--- src/rtl/bcd_pkg.sv ---
// -----------------------------------------------------------------------------
// bcd_pkg
//
// Types, constants and helpers shared by the BCD up/down counter and its
// per-decade sub-module.
//
// Contents:
//   bcd_digit_t   - one packed BCD decade (4 bits, legal values 0..9)
//   BCD_MAX       - largest legal decade value (9)
//   BCD_MIN       - smallest legal decade value (0)
//   bcd_dir_e     - count direction encoding, matches the up_dn pin
//   bcd_invalid() - true when a 4-bit code is not a legal BCD digit
//   bcd_sanitize()- maps illegal codes (A..F) to BCD_MIN, passes legal ones
// -----------------------------------------------------------------------------
package bcd_pkg;

  typedef logic [3:0] bcd_digit_t;

  localparam bcd_digit_t BCD_MAX = 4'd9;
  localparam bcd_digit_t BCD_MIN = 4'd0;

  // The enum values line up with the up_dn pin so a pin can be compared
  // directly against DIR_UP / DIR_DOWN.
  typedef enum logic {
    DIR_DOWN = 1'b0,
    DIR_UP   = 1'b1
  } bcd_dir_e;

  // Codes 4'hA..4'hF are not BCD.
  function automatic logic bcd_invalid(input bcd_digit_t d);
    return (d > BCD_MAX);
  endfunction

  // Illegal codes are replaced by zero so the counter can never hold a
  // non-BCD digit, no matter what is presented on the load bus.
  function automatic bcd_digit_t bcd_sanitize(input bcd_digit_t d);
    return bcd_invalid(d) ? BCD_MIN : d;
  endfunction

endpackage : bcd_pkg

--- src/rtl/bcd_digit.sv ---
// -----------------------------------------------------------------------------
// bcd_digit
//
// One decade of the cascaded BCD counter.  Holds a single BCD digit and
// advances it by one position in either direction when 'step' is high.
// Going up, 9 rolls to 0; going down, 0 rolls to 9.  The rollover decision
// for the whole counter (wrap versus saturate) is made by the parent, which
// simply withholds 'step' when the counter must hold at its terminal count.
//
// Ports:
//   clk         in   clock, all updates on rising edge
//   rst_n       in   asynchronous active-low reset, clears the digit
//   clr         in   synchronous clear (highest priority)
//   load        in   synchronous load of load_digit (after clr)
//   load_digit  in   [3:0] value to load; non-BCD codes load as 0
//   step        in   advance the digit by one (lowest priority)
//   up_dn       in   direction of the step, 1 = up, 0 = down
//   digit       out  [3:0] registered digit value
//   at_max      out  digit currently equals 9 (ripple-carry condition)
//   at_min      out  digit currently equals 0 (ripple-borrow condition)
// -----------------------------------------------------------------------------
module bcd_digit
  import bcd_pkg::*;
(
  input  logic       clk,
  input  logic       rst_n,
  input  logic       clr,
  input  logic       load,
  input  logic [3:0] load_digit,
  input  logic       step,
  input  logic       up_dn,
  output logic [3:0] digit,
  output logic       at_max,
  output logic       at_min
);

  bcd_digit_t digit_q;
  bcd_digit_t digit_d;

  // Next-digit selection: clear beats load, load beats stepping, and with
  // nothing requested the digit holds.
  always_comb begin
    digit_d = digit_q;
    if (clr) begin
      digit_d = BCD_MIN;
    end else if (load) begin
      digit_d = bcd_sanitize(load_digit);
    end else if (step) begin
      if (up_dn == DIR_UP) begin
        digit_d = (digit_q == BCD_MAX) ? BCD_MIN : digit_q + 4'd1;
      end else begin
        digit_d = (digit_q == BCD_MIN) ? BCD_MAX : digit_q - 4'd1;
      end
    end
  end

  // Digit register; reset takes effect immediately, independent of clk.
  always_ff @(posedge clk or negedge rst_n) begin
    if (!rst_n) begin
      digit_q <= BCD_MIN;
    end else begin
      digit_q <= digit_d;
    end
  end

  // Extremes are decoded from the register only, so the carry/borrow chain
  // in the parent has no path from this digit's own inputs.
  assign digit  = digit_q;
  assign at_max = (digit_q == BCD_MAX);
  assign at_min = (digit_q == BCD_MIN);

endmodule : bcd_digit

--- src/rtl/bcd_updown_counter.sv ---
// -----------------------------------------------------------------------------
// bcd_updown_counter
//
// Multi-decade BCD up/down counter built from DIGITS chained bcd_digit
// instances.  Per cycle the priority is clear, then load, then count.
// Counting ripples a carry (up) or borrow (down) through the decades: a
// decade steps only when every lower decade sits at its extreme for the
// current direction.  At the terminal count (all 9s up, all 0s down) the
// counter either wraps to the opposite extreme (WRAP_EN=1) or holds
// (WRAP_EN=0).
//
// Parameters:
//   DIGITS    number of decades, legal range 1..8
//   WRAP_EN   1 = wrap at terminal count, 0 = saturate
//
// Ports:
//   clk       in   clock, all state changes on rising edge
//   rst_n     in   asynchronous active-low reset
//   clr       in   synchronous clear to zero
//   load      in   synchronous parallel load of load_val
//   load_val  in   [4*DIGITS-1:0] BCD load value, digit 0 in [3:0]
//   en        in   count enable, one step per enabled cycle
//   up_dn     in   direction, 1 = up, 0 = down
//   bcd       out  [4*DIGITS-1:0] registered count
//   tc        out  combinational terminal count / cascade carry
//   wrap      out  registered one-cycle pulse after a wrap
//   load_err  out  registered one-cycle pulse after a load with a non-BCD digit
// -----------------------------------------------------------------------------
module bcd_updown_counter
  import bcd_pkg::*;
#(
  parameter int DIGITS  = 4,
  parameter bit WRAP_EN = 1'b1
) (
  input  logic                  clk,
  input  logic                  rst_n,
  input  logic                  clr,
  input  logic                  load,
  input  logic [4*DIGITS-1:0]   load_val,
  input  logic                  en,
  input  logic                  up_dn,
  output logic [4*DIGITS-1:0]   bcd,
  output logic                  tc,
  output logic                  wrap,
  output logic                  load_err
);

  logic [DIGITS-1:0] at_max;
  logic [DIGITS-1:0] at_min;
  logic [DIGITS-1:0] step;
  logic [DIGITS-1:0] bad_digit;

  logic count_req;
  logic at_terminal;
  logic step0;
  logic wrap_q;
  logic load_err_q;

  // A count only happens when neither clear nor load claims the cycle.
  assign count_req   = en & ~clr & ~load;

  // Terminal value depends on direction: all 9s going up, all 0s going down.
  assign at_terminal = (up_dn == DIR_UP) ? (&at_max) : (&at_min);

  // tc doubles as the carry-out for cascading counters, so it is purely
  // combinational and is valid in the same cycle as en.
  assign tc          = count_req & at_terminal;

  // In saturate mode the step into digit 0 is suppressed at terminal count,
  // which freezes the whole chain; in wrap mode every digit simply rolls.
  assign step0       = count_req & (WRAP_EN ? 1'b1 : ~at_terminal);

  // Ripple chain and decade instances.  Each decade steps when the decade
  // below it stepped and sits at its extreme for the current direction.
  for (genvar k = 0; k < DIGITS; k++) begin : g_decade
    if (k == 0) begin : g_first
      assign step[k] = step0;
    end else begin : g_rest
      assign step[k] = step[k-1] &
                       ((up_dn == DIR_UP) ? at_max[k-1] : at_min[k-1]);
    end

    assign bad_digit[k] = bcd_invalid(load_val[4*k +: 4]);

    bcd_digit u_digit (
      .clk        (clk),
      .rst_n      (rst_n),
      .clr        (clr),
      .load       (load),
      .load_digit (load_val[4*k +: 4]),
      .step       (step[k]),
      .up_dn      (up_dn),
      .digit      (bcd[4*k +: 4]),
      .at_max     (at_max[k]),
      .at_min     (at_min[k])
    );
  end

  // Status pulses.  A wrap happens exactly when tc is high in wrap mode,
  // because tc means "stepping beyond the terminal value this cycle".  A
  // load error is flagged only for loads that actually take effect, so a
  // load overridden by clr does not report.
  always_ff @(posedge clk or negedge rst_n) begin
    if (!rst_n) begin
      wrap_q     <= 1'b0;
      load_err_q <= 1'b0;
    end else begin
      wrap_q     <= WRAP_EN & tc;
      load_err_q <= load & ~clr & (|bad_digit);
    end
  end

  assign wrap     = wrap_q;
  assign load_err = load_err_q;

endmodule : bcd_updown_counter
--- config.mk ---
export PLATFORM = sky130hd
export DESIGN_NAME = bcd_updown_counter
export DESIGN_NICKNAME = d
export VERILOG_FILES = /design/src/rtl/bcd_pkg.sv /design/src/rtl/bcd_digit.sv /design/src/rtl/bcd_updown_counter.sv
export SDC_FILE = /design/constraint.sdc
export NUM_CORES = 1
export LEC_CHECK = 0
export BUFFER_PORTS_ARGS = -buffer_cell sky130_fd_sc_hd__buf_2
export CAP_MARGIN = 20
export CORE_MARGIN = 2
export CORE_UTILIZATION = 55
export DETAILED_ROUTE_END_ITERATION = 6
export PLACE_DENSITY = 0.79
export SYNTH_ARGS = -nofsm -noshare
export SYNTH_HDL_FRONTEND = slang
export SYNTH_SLANG_ARGS = --single-unit
--- constraint.sdc ---
create_clock -name clk -period 2.4 [get_ports clk]
set_input_delay 0.24 -clock clk [delete_from_list [all_inputs] [get_ports clk]]
set_output_delay 0.24 -clock clk [all_outputs]
set_load 0.03 [all_outputs]
Word level (Yosys, flattened, before mapping)
Cells that the tools add are included.
{"block": "word_totals", "regBits": 18, "latch_bits": 0, "ramBits": 0, "rom_bits": 0, "in_bits": 22, "wordCells": 75, "n_memories": 0}
{"block": "op_classes", "addsub": 8, "n_mul": 0, "div": 0, "n_lt_le_gt_ge": 4, "eq_ne": 4, "shift": 0, "muxes": 32, "bitwise_logic": 10, "n_reduce_logical": 11}
{"cell": "2-to-1 mux 4 bit", "count": 28}
{"cell": "adder 4 x 1 -> 4 bit (second input constant)", "count": 4}
{"cell": "== test 4 bit (second input constant)", "count": 4}
{"cell": "greater-than comparator 4 bit (second input constant)", "count": 4}
{"cell": "zero test 4 bit", "count": 4}
{"cell": "subtractor 4 x 1 -> 4 bit (second input constant)", "count": 4}
{"cell": "nonzero test 3 bit", "count": 4}
{"cell": "bitwise AND 1 bit", "count": 8}
{"cell": "AND reduction 4 bit", "count": 2}
{"cell": "2-to-1 mux 1 bit", "count": 4}
{"cell": "OR reduction 4 bit", "count": 1}
{"cell": "inverter 1 bit", "count": 2}

Depth between registers and ports, before layout
{"block": "logic_depth", "word_depth": 9, "ltp_mapped": 8, "depth_no_buf": 7}

Cells and area by module
From an unflattened synthesis, not the netlist that was laid out.
{"block": "hier_totals", "hier_cells": 249, "area_unflattened_um2": 2048.2}
{"module": "bcd_digit", "instances": 4, "cells_per_inst": 57, "area_each_um2": 465.4, "seq_area_each_um2": 100.1}
{"module": "bcd_updown_counter", "instances": 1, "cells_per_inst": 21, "area_each_um2": 186.4, "seq_area_each_um2": 50.0}

Worst setup path after synthesis
No wires, ideal clock.
{"block": "synth_path", "path_kind": "register to register", "startpoint": "register g_decade[1].u_digit.digit_q[0]", "endpoint": "register g_decade[3].u_digit.digit_q[0]", "setup_ns": 0.131, "arrival_ns": 2.056, "t_required_ns": 2.269, "setup_slack_ns": 0.213, "path_stages_with_launch": 8, "path_buffers": 0, "path_cell_list": "dfrtp_1 inv_1 ha_1 or4b_4 a221oi_4 a21oi_2 a311oi_2 a21oi_1"}
{"block": "synth_via", "elab_chain_cells": 5, "word_cells_on_any_way": 6, "cone_classes": "eq/ne: 1; mux: 1; bitwise: 2; reduce/logical: 2"}
{"item": "start: declaration", "line": "bcd_digit.sv:37", "text": "bcd_digit_t digit_q;"}
{"item": "start signal: assignment", "line": "bcd_digit.sv:62", "text": "digit_q <= digit_d;"}
{"item": "== test 4 bit / zero test 4 bit (equally long branches)", "line": "bcd_digit.sv:69, bcd_digit.sv:70"}
{"item": "2-to-1 mux 1 bit (*)", "line": "bcd_updown_counter.sv:80", "text": "((up_dn == DIR_UP) ? at_max[k-1] : at_min[k-1]);"}
{"item": "bitwise AND 1 bit (*) (2 in a row)", "line": "bcd_updown_counter.sv:79", "text": "assign step[k] = step[k-1] &"}
{"item": "nonzero test 3 bit (no line) (*)"}
{"item": "end signal: assignment", "line": "bcd_digit.sv:62"}
{"item": "end: declaration", "line": "bcd_digit.sv:37"}
Every way passes the cells marked *; elsewhere a longest branch is shown, timed or not.
A chain may end at the register's enable or synchronous reset.

Worst setup path in the final report
{"block": "layout_path", "startpoint": "register g_decade[1].u_digit.digit_q[0]", "endpoint": "register g_decade[2].u_digit.digit_q[2]"}
{"block": "layout_via", "elab_chain_cells": 4, "word_cells_on_any_way": 5, "cone_classes": "eq/ne: 1; mux: 1; bitwise: 1; reduce/logical: 2"}
{"item": "== test 4 bit / zero test 4 bit (equally long branches)", "line": "bcd_digit.sv:69, bcd_digit.sv:70"}
{"item": "2-to-1 mux 1 bit (*)", "line": "bcd_updown_counter.sv:80"}
{"item": "bitwise AND 1 bit (*)", "line": "bcd_updown_counter.sv:79"}
{"item": "nonzero test 3 bit (no line) (*)"}
{"item": "end signal: assignment", "line": "bcd_digit.sv:62"}
{"item": "end: declaration", "line": "bcd_digit.sv:37"}
Marked as above.

==> metrics.md <==
| Metric | Value |
|---|---|
| HPWL after DPL | 3540 um |
| Worst reg-to-reg setup slack | 0.09 ns |
| DRT Wirelength | 4750 um |
| Critical path class | reg2reg |
| Status | complete, no violations |
| Skew-Pair Late Insertion Delay | 0.30 ns |
| Relative slew slack | 66.3% |
| Hold path cells | 3 |
| Starting Density | 58.9% |
| Initial antenna violation count | 0 |
| P_sw | 0.391 mW |
| Inserted Clock Buffers | 3 |
| 1st-pass router iterations | 6 |
| HP Start | load_val[8] |
| Grt met2 use | 43.9% |
| Nets | 312 |
| Met1 usage | 35.8% |
| Area post-placement | 2060 um2 |
| Crit path DAT | 2.49 ns |
| First-pass GRT wire length | 7620 um |
| Sequential Power Share | 38.3% |
| Vias per cell | 6.03 |
| Final period util | 96.3% |
| Maximum number of pins on one net before global-route repair | 31 |
| R2r startpoint | g_decade[1].u_digit.digit[0]$_DFFE_PN0P_ |
| Crit Reg-Reg Endpoint | g_decade[2].u_digit.digit[2]$_DFFE_PN0P_ |
| YS warnings | 0 |
| Post-route cell area | 2170 um2 |
| Number of global-route vias before repair | 1737 |
| Worst Skew | 0.00147 ns |
| Initial DRC Count | 133 |
| Met3 usage | 4.20% |
| Wirelength per Cell | 14.9 um |
| Register area share after synthesis | 24.7% |
| Syn nets | 272 |
| CORE AREA | 3100 um2 |
| Clock root cell | clkbuf_4 |
| Main flop type after synthesis | dfrtp_1 |
| Power Dens Cells | 452 nW/um2 |
| Worst-margin pin slew | 0.505 ns |
| Final hold violations | 0 |
| Min Clock Period, post-route | 2.31 ns |
| Mapped Area | 1830 um2 |
| Ports | 41 |
| Crit path capture type | flip-flop |
| Final Wtd Congestion | 0.890 |
| Leakage | 0.974 nW |
| Fmax | 433 MHz |
| R2R depth | 7 |
| Die width | 61.6 um |
| PortBufs | 40 |
| Die Ht | 61.6 um |
| Full die area | 3800 um2 |
| Final hold slack | 0.169 ns |
| Most frequent cells in the layout | 39 x buf_2, 23 x nor2_1, 21 x o21ai_0, 21 x a21oi_1, 17 x nand2_1 |
| Internal | 0.591 mW |
| Count of final setup violators | 0 |
| H-Tree Depth | 1 |
| Number of synthesized flops with an enable pin | 0 |
| Layout Cells excl Fill | 319 |
| GRT Overall Usage | 26.5% |
| Yosys cell types | 53 |
| Fraction of layout cells with a size suffix above 1 | 25.8% |
| Syn Area/Cell | 7.74 um2 |
| Seq cells post-synth | 18 |
| Final Slew Violations | 0 |
| Worst Path Required | 2.58 ns |
| DRC | 0 |
| Hold Path Class | in2reg |
| FFs w/ async S/R, synth | 100% |
| Post-Synthesis Cells | 236 |
| Worst-path maximum fanout | 8 |
| Commonest non-fill, non-tap cell in the layout | buf_2 |
| Rows | 20 |
| Total grt overflow | 0 |
| Area growth from synthesis to final layout | 19.0% |
| Hold EP | g_decade[2].u_digit.digit[0]$_DFFE_PN0P_ |
| Layer with the highest usage | met2 |
| Tot Pwr | 0.982 mW |
| Power share of the combinational group | 41.8% |
| Inst Count DP | 313 |
| Via count | 1923 |
| Clock slew at reported path FFs | 0.10 ns |
| # clock sinks | 18 |
| N_diodes | 0 |
| Power share of the clock group | 19.8% |
| Sw Ratio | 39.8% |
| Clock Tree Buf Depth | 2 |
| CTS tree | yes |
| MaxCap Viol Count | 0 |
| Worst Setup Start Kind | flip-flop |
| Post-route ant nets | 0 |
| Maximum vdd drop | 304 uV |
[layer usage]
metal / wire length (um) / up-vias / part of all wire, %
met1: 2090 / 879 / 44
met5: 0 / - / 0
li1: - / 949 / -
met2: 2260 / 86 / 47
met4: 55 / 0 / 1.2
met3: 352 / 9 / 7.4
[registers in the layout, summed over array words and instances, names as in the netlist]
name and count:
g_decade.u_digit.digit 16, wrap 1, load_err 1
[Yosys cell counts, drive strengths merged, types with 2 or more instances]
cell type	count	share of area (%)
o31ai	4	1.6
and3	3	1.0
nand3	9	2.5
o21ai	21	5.8
a311oi	2	1.3
a41oi	2	0.96
nand2	17	3.5
a211oi	2	0.82
nand2b	9	3.1
nand3b	6	2.5
nor2	24	5.1
o21ba	2	1.1
a21oi	22	6.2
a221oi	3	2.4
o211ai	2	0.82
nor3	2	0.55
inv	17	3.5
a31oi	7	2.4
a22o	5	2.4
or3b	2	0.96
dfrtp	18	25
nor2b	6	2.1
xnor2	4	1.9
clkbuf	10	2.1
ha	14	9.6
[critical path: stages, from the launching register on]
cell,delay [ns]
dfrtp_2,0.47
inv_1,0.12
ha_1,0.26
or4b_4,0.51
a221oi_4,0.33
nor2_1,0.17
o21ai_0,0.20
o21ai_0,0.12
[worst max-delay path by stage]
stage                                                   from                                       end  slack, ns  depth (start not counted)
floorplan           g_decade[1].u_digit.digit[0]$_DFFE_PN0P_  g_decade[3].u_digit.digit[0]$_DFFE_PN0P_       0.21                          7
global placement    g_decade[0].u_digit.digit[0]$_DFFE_PN0P_                                        tc       0.21                          8
detailed placement  g_decade[0].u_digit.digit[0]$_DFFE_PN0P_                                        tc       0.07                          8
CTS                 g_decade[0].u_digit.digit[1]$_DFFE_PN0P_                                        tc       0.02                          8
global route        g_decade[1].u_digit.digit[1]$_DFFE_PN0P_  g_decade[2].u_digit.digit[2]$_DFFE_PN0P_      -0.05                          7
finish              g_decade[1].u_digit.digit[0]$_DFFE_PN0P_  g_decade[2].u_digit.digit[2]$_DFFE_PN0P_       0.09                          7
[power by group through the flow]
stage,sequential (mW),clock [mW],combinational [mW]
detailed placement,0.378,0,0.390
floorplan,0.415,0,0.236
global placement,0.377,0,0.383
finish,0.377,0.195,0.411
CTS,0.374,0.198,0.401
global route,0.382,0.205,0.455
[timing repair]
item	CTS	global route
endpoints found under the hold margin	18	0
pin swaps	1	1
hold buffers	1	0
setup endpoints to repair	1	2
setup buffers	0	1
resized for setup	7	10
[area by class of cell]
type                    count  area [um2]
well taps                  44        55.1
fillers                   286         930
inverters                  17        66.3
multi-input cells         190        1310
flip-flops and latches     18         455
repair buffers             46         254
clock buffers               4        36.3
[through the flow]
step                      utilization, %  setup TNS [ns]  setup WS [ns]
after global routing                70.0         -0.0453        -0.0453
after floorplan                        -               0          0.213
after CTS                           68.9               0         0.0232
after global placement              66.5               0          0.209
final                               70.0               0         0.0891
after detailed placement            66.5               0         0.0668
[logic make-up (layout without fill, tap and decap cells)]
group / after synthesis / after routing / synth area share [%]
flip-flops: 18 / 18 / 24.7
buffers and inverters: 28 / 67 / 6.16
AND/OR/NAND/NOR: 87 / 87 / 25.5
XOR/XNOR: 4 / 4 / 1.92
multiplexers: 2 / 2 / 1.16
adder cells (fa/ha/maj): 14 / 14 / 9.59
AO/OA/AOI/OAI: 83 / 83 / 31.0
Note: power is estimated with default switching activity, not from simulation.
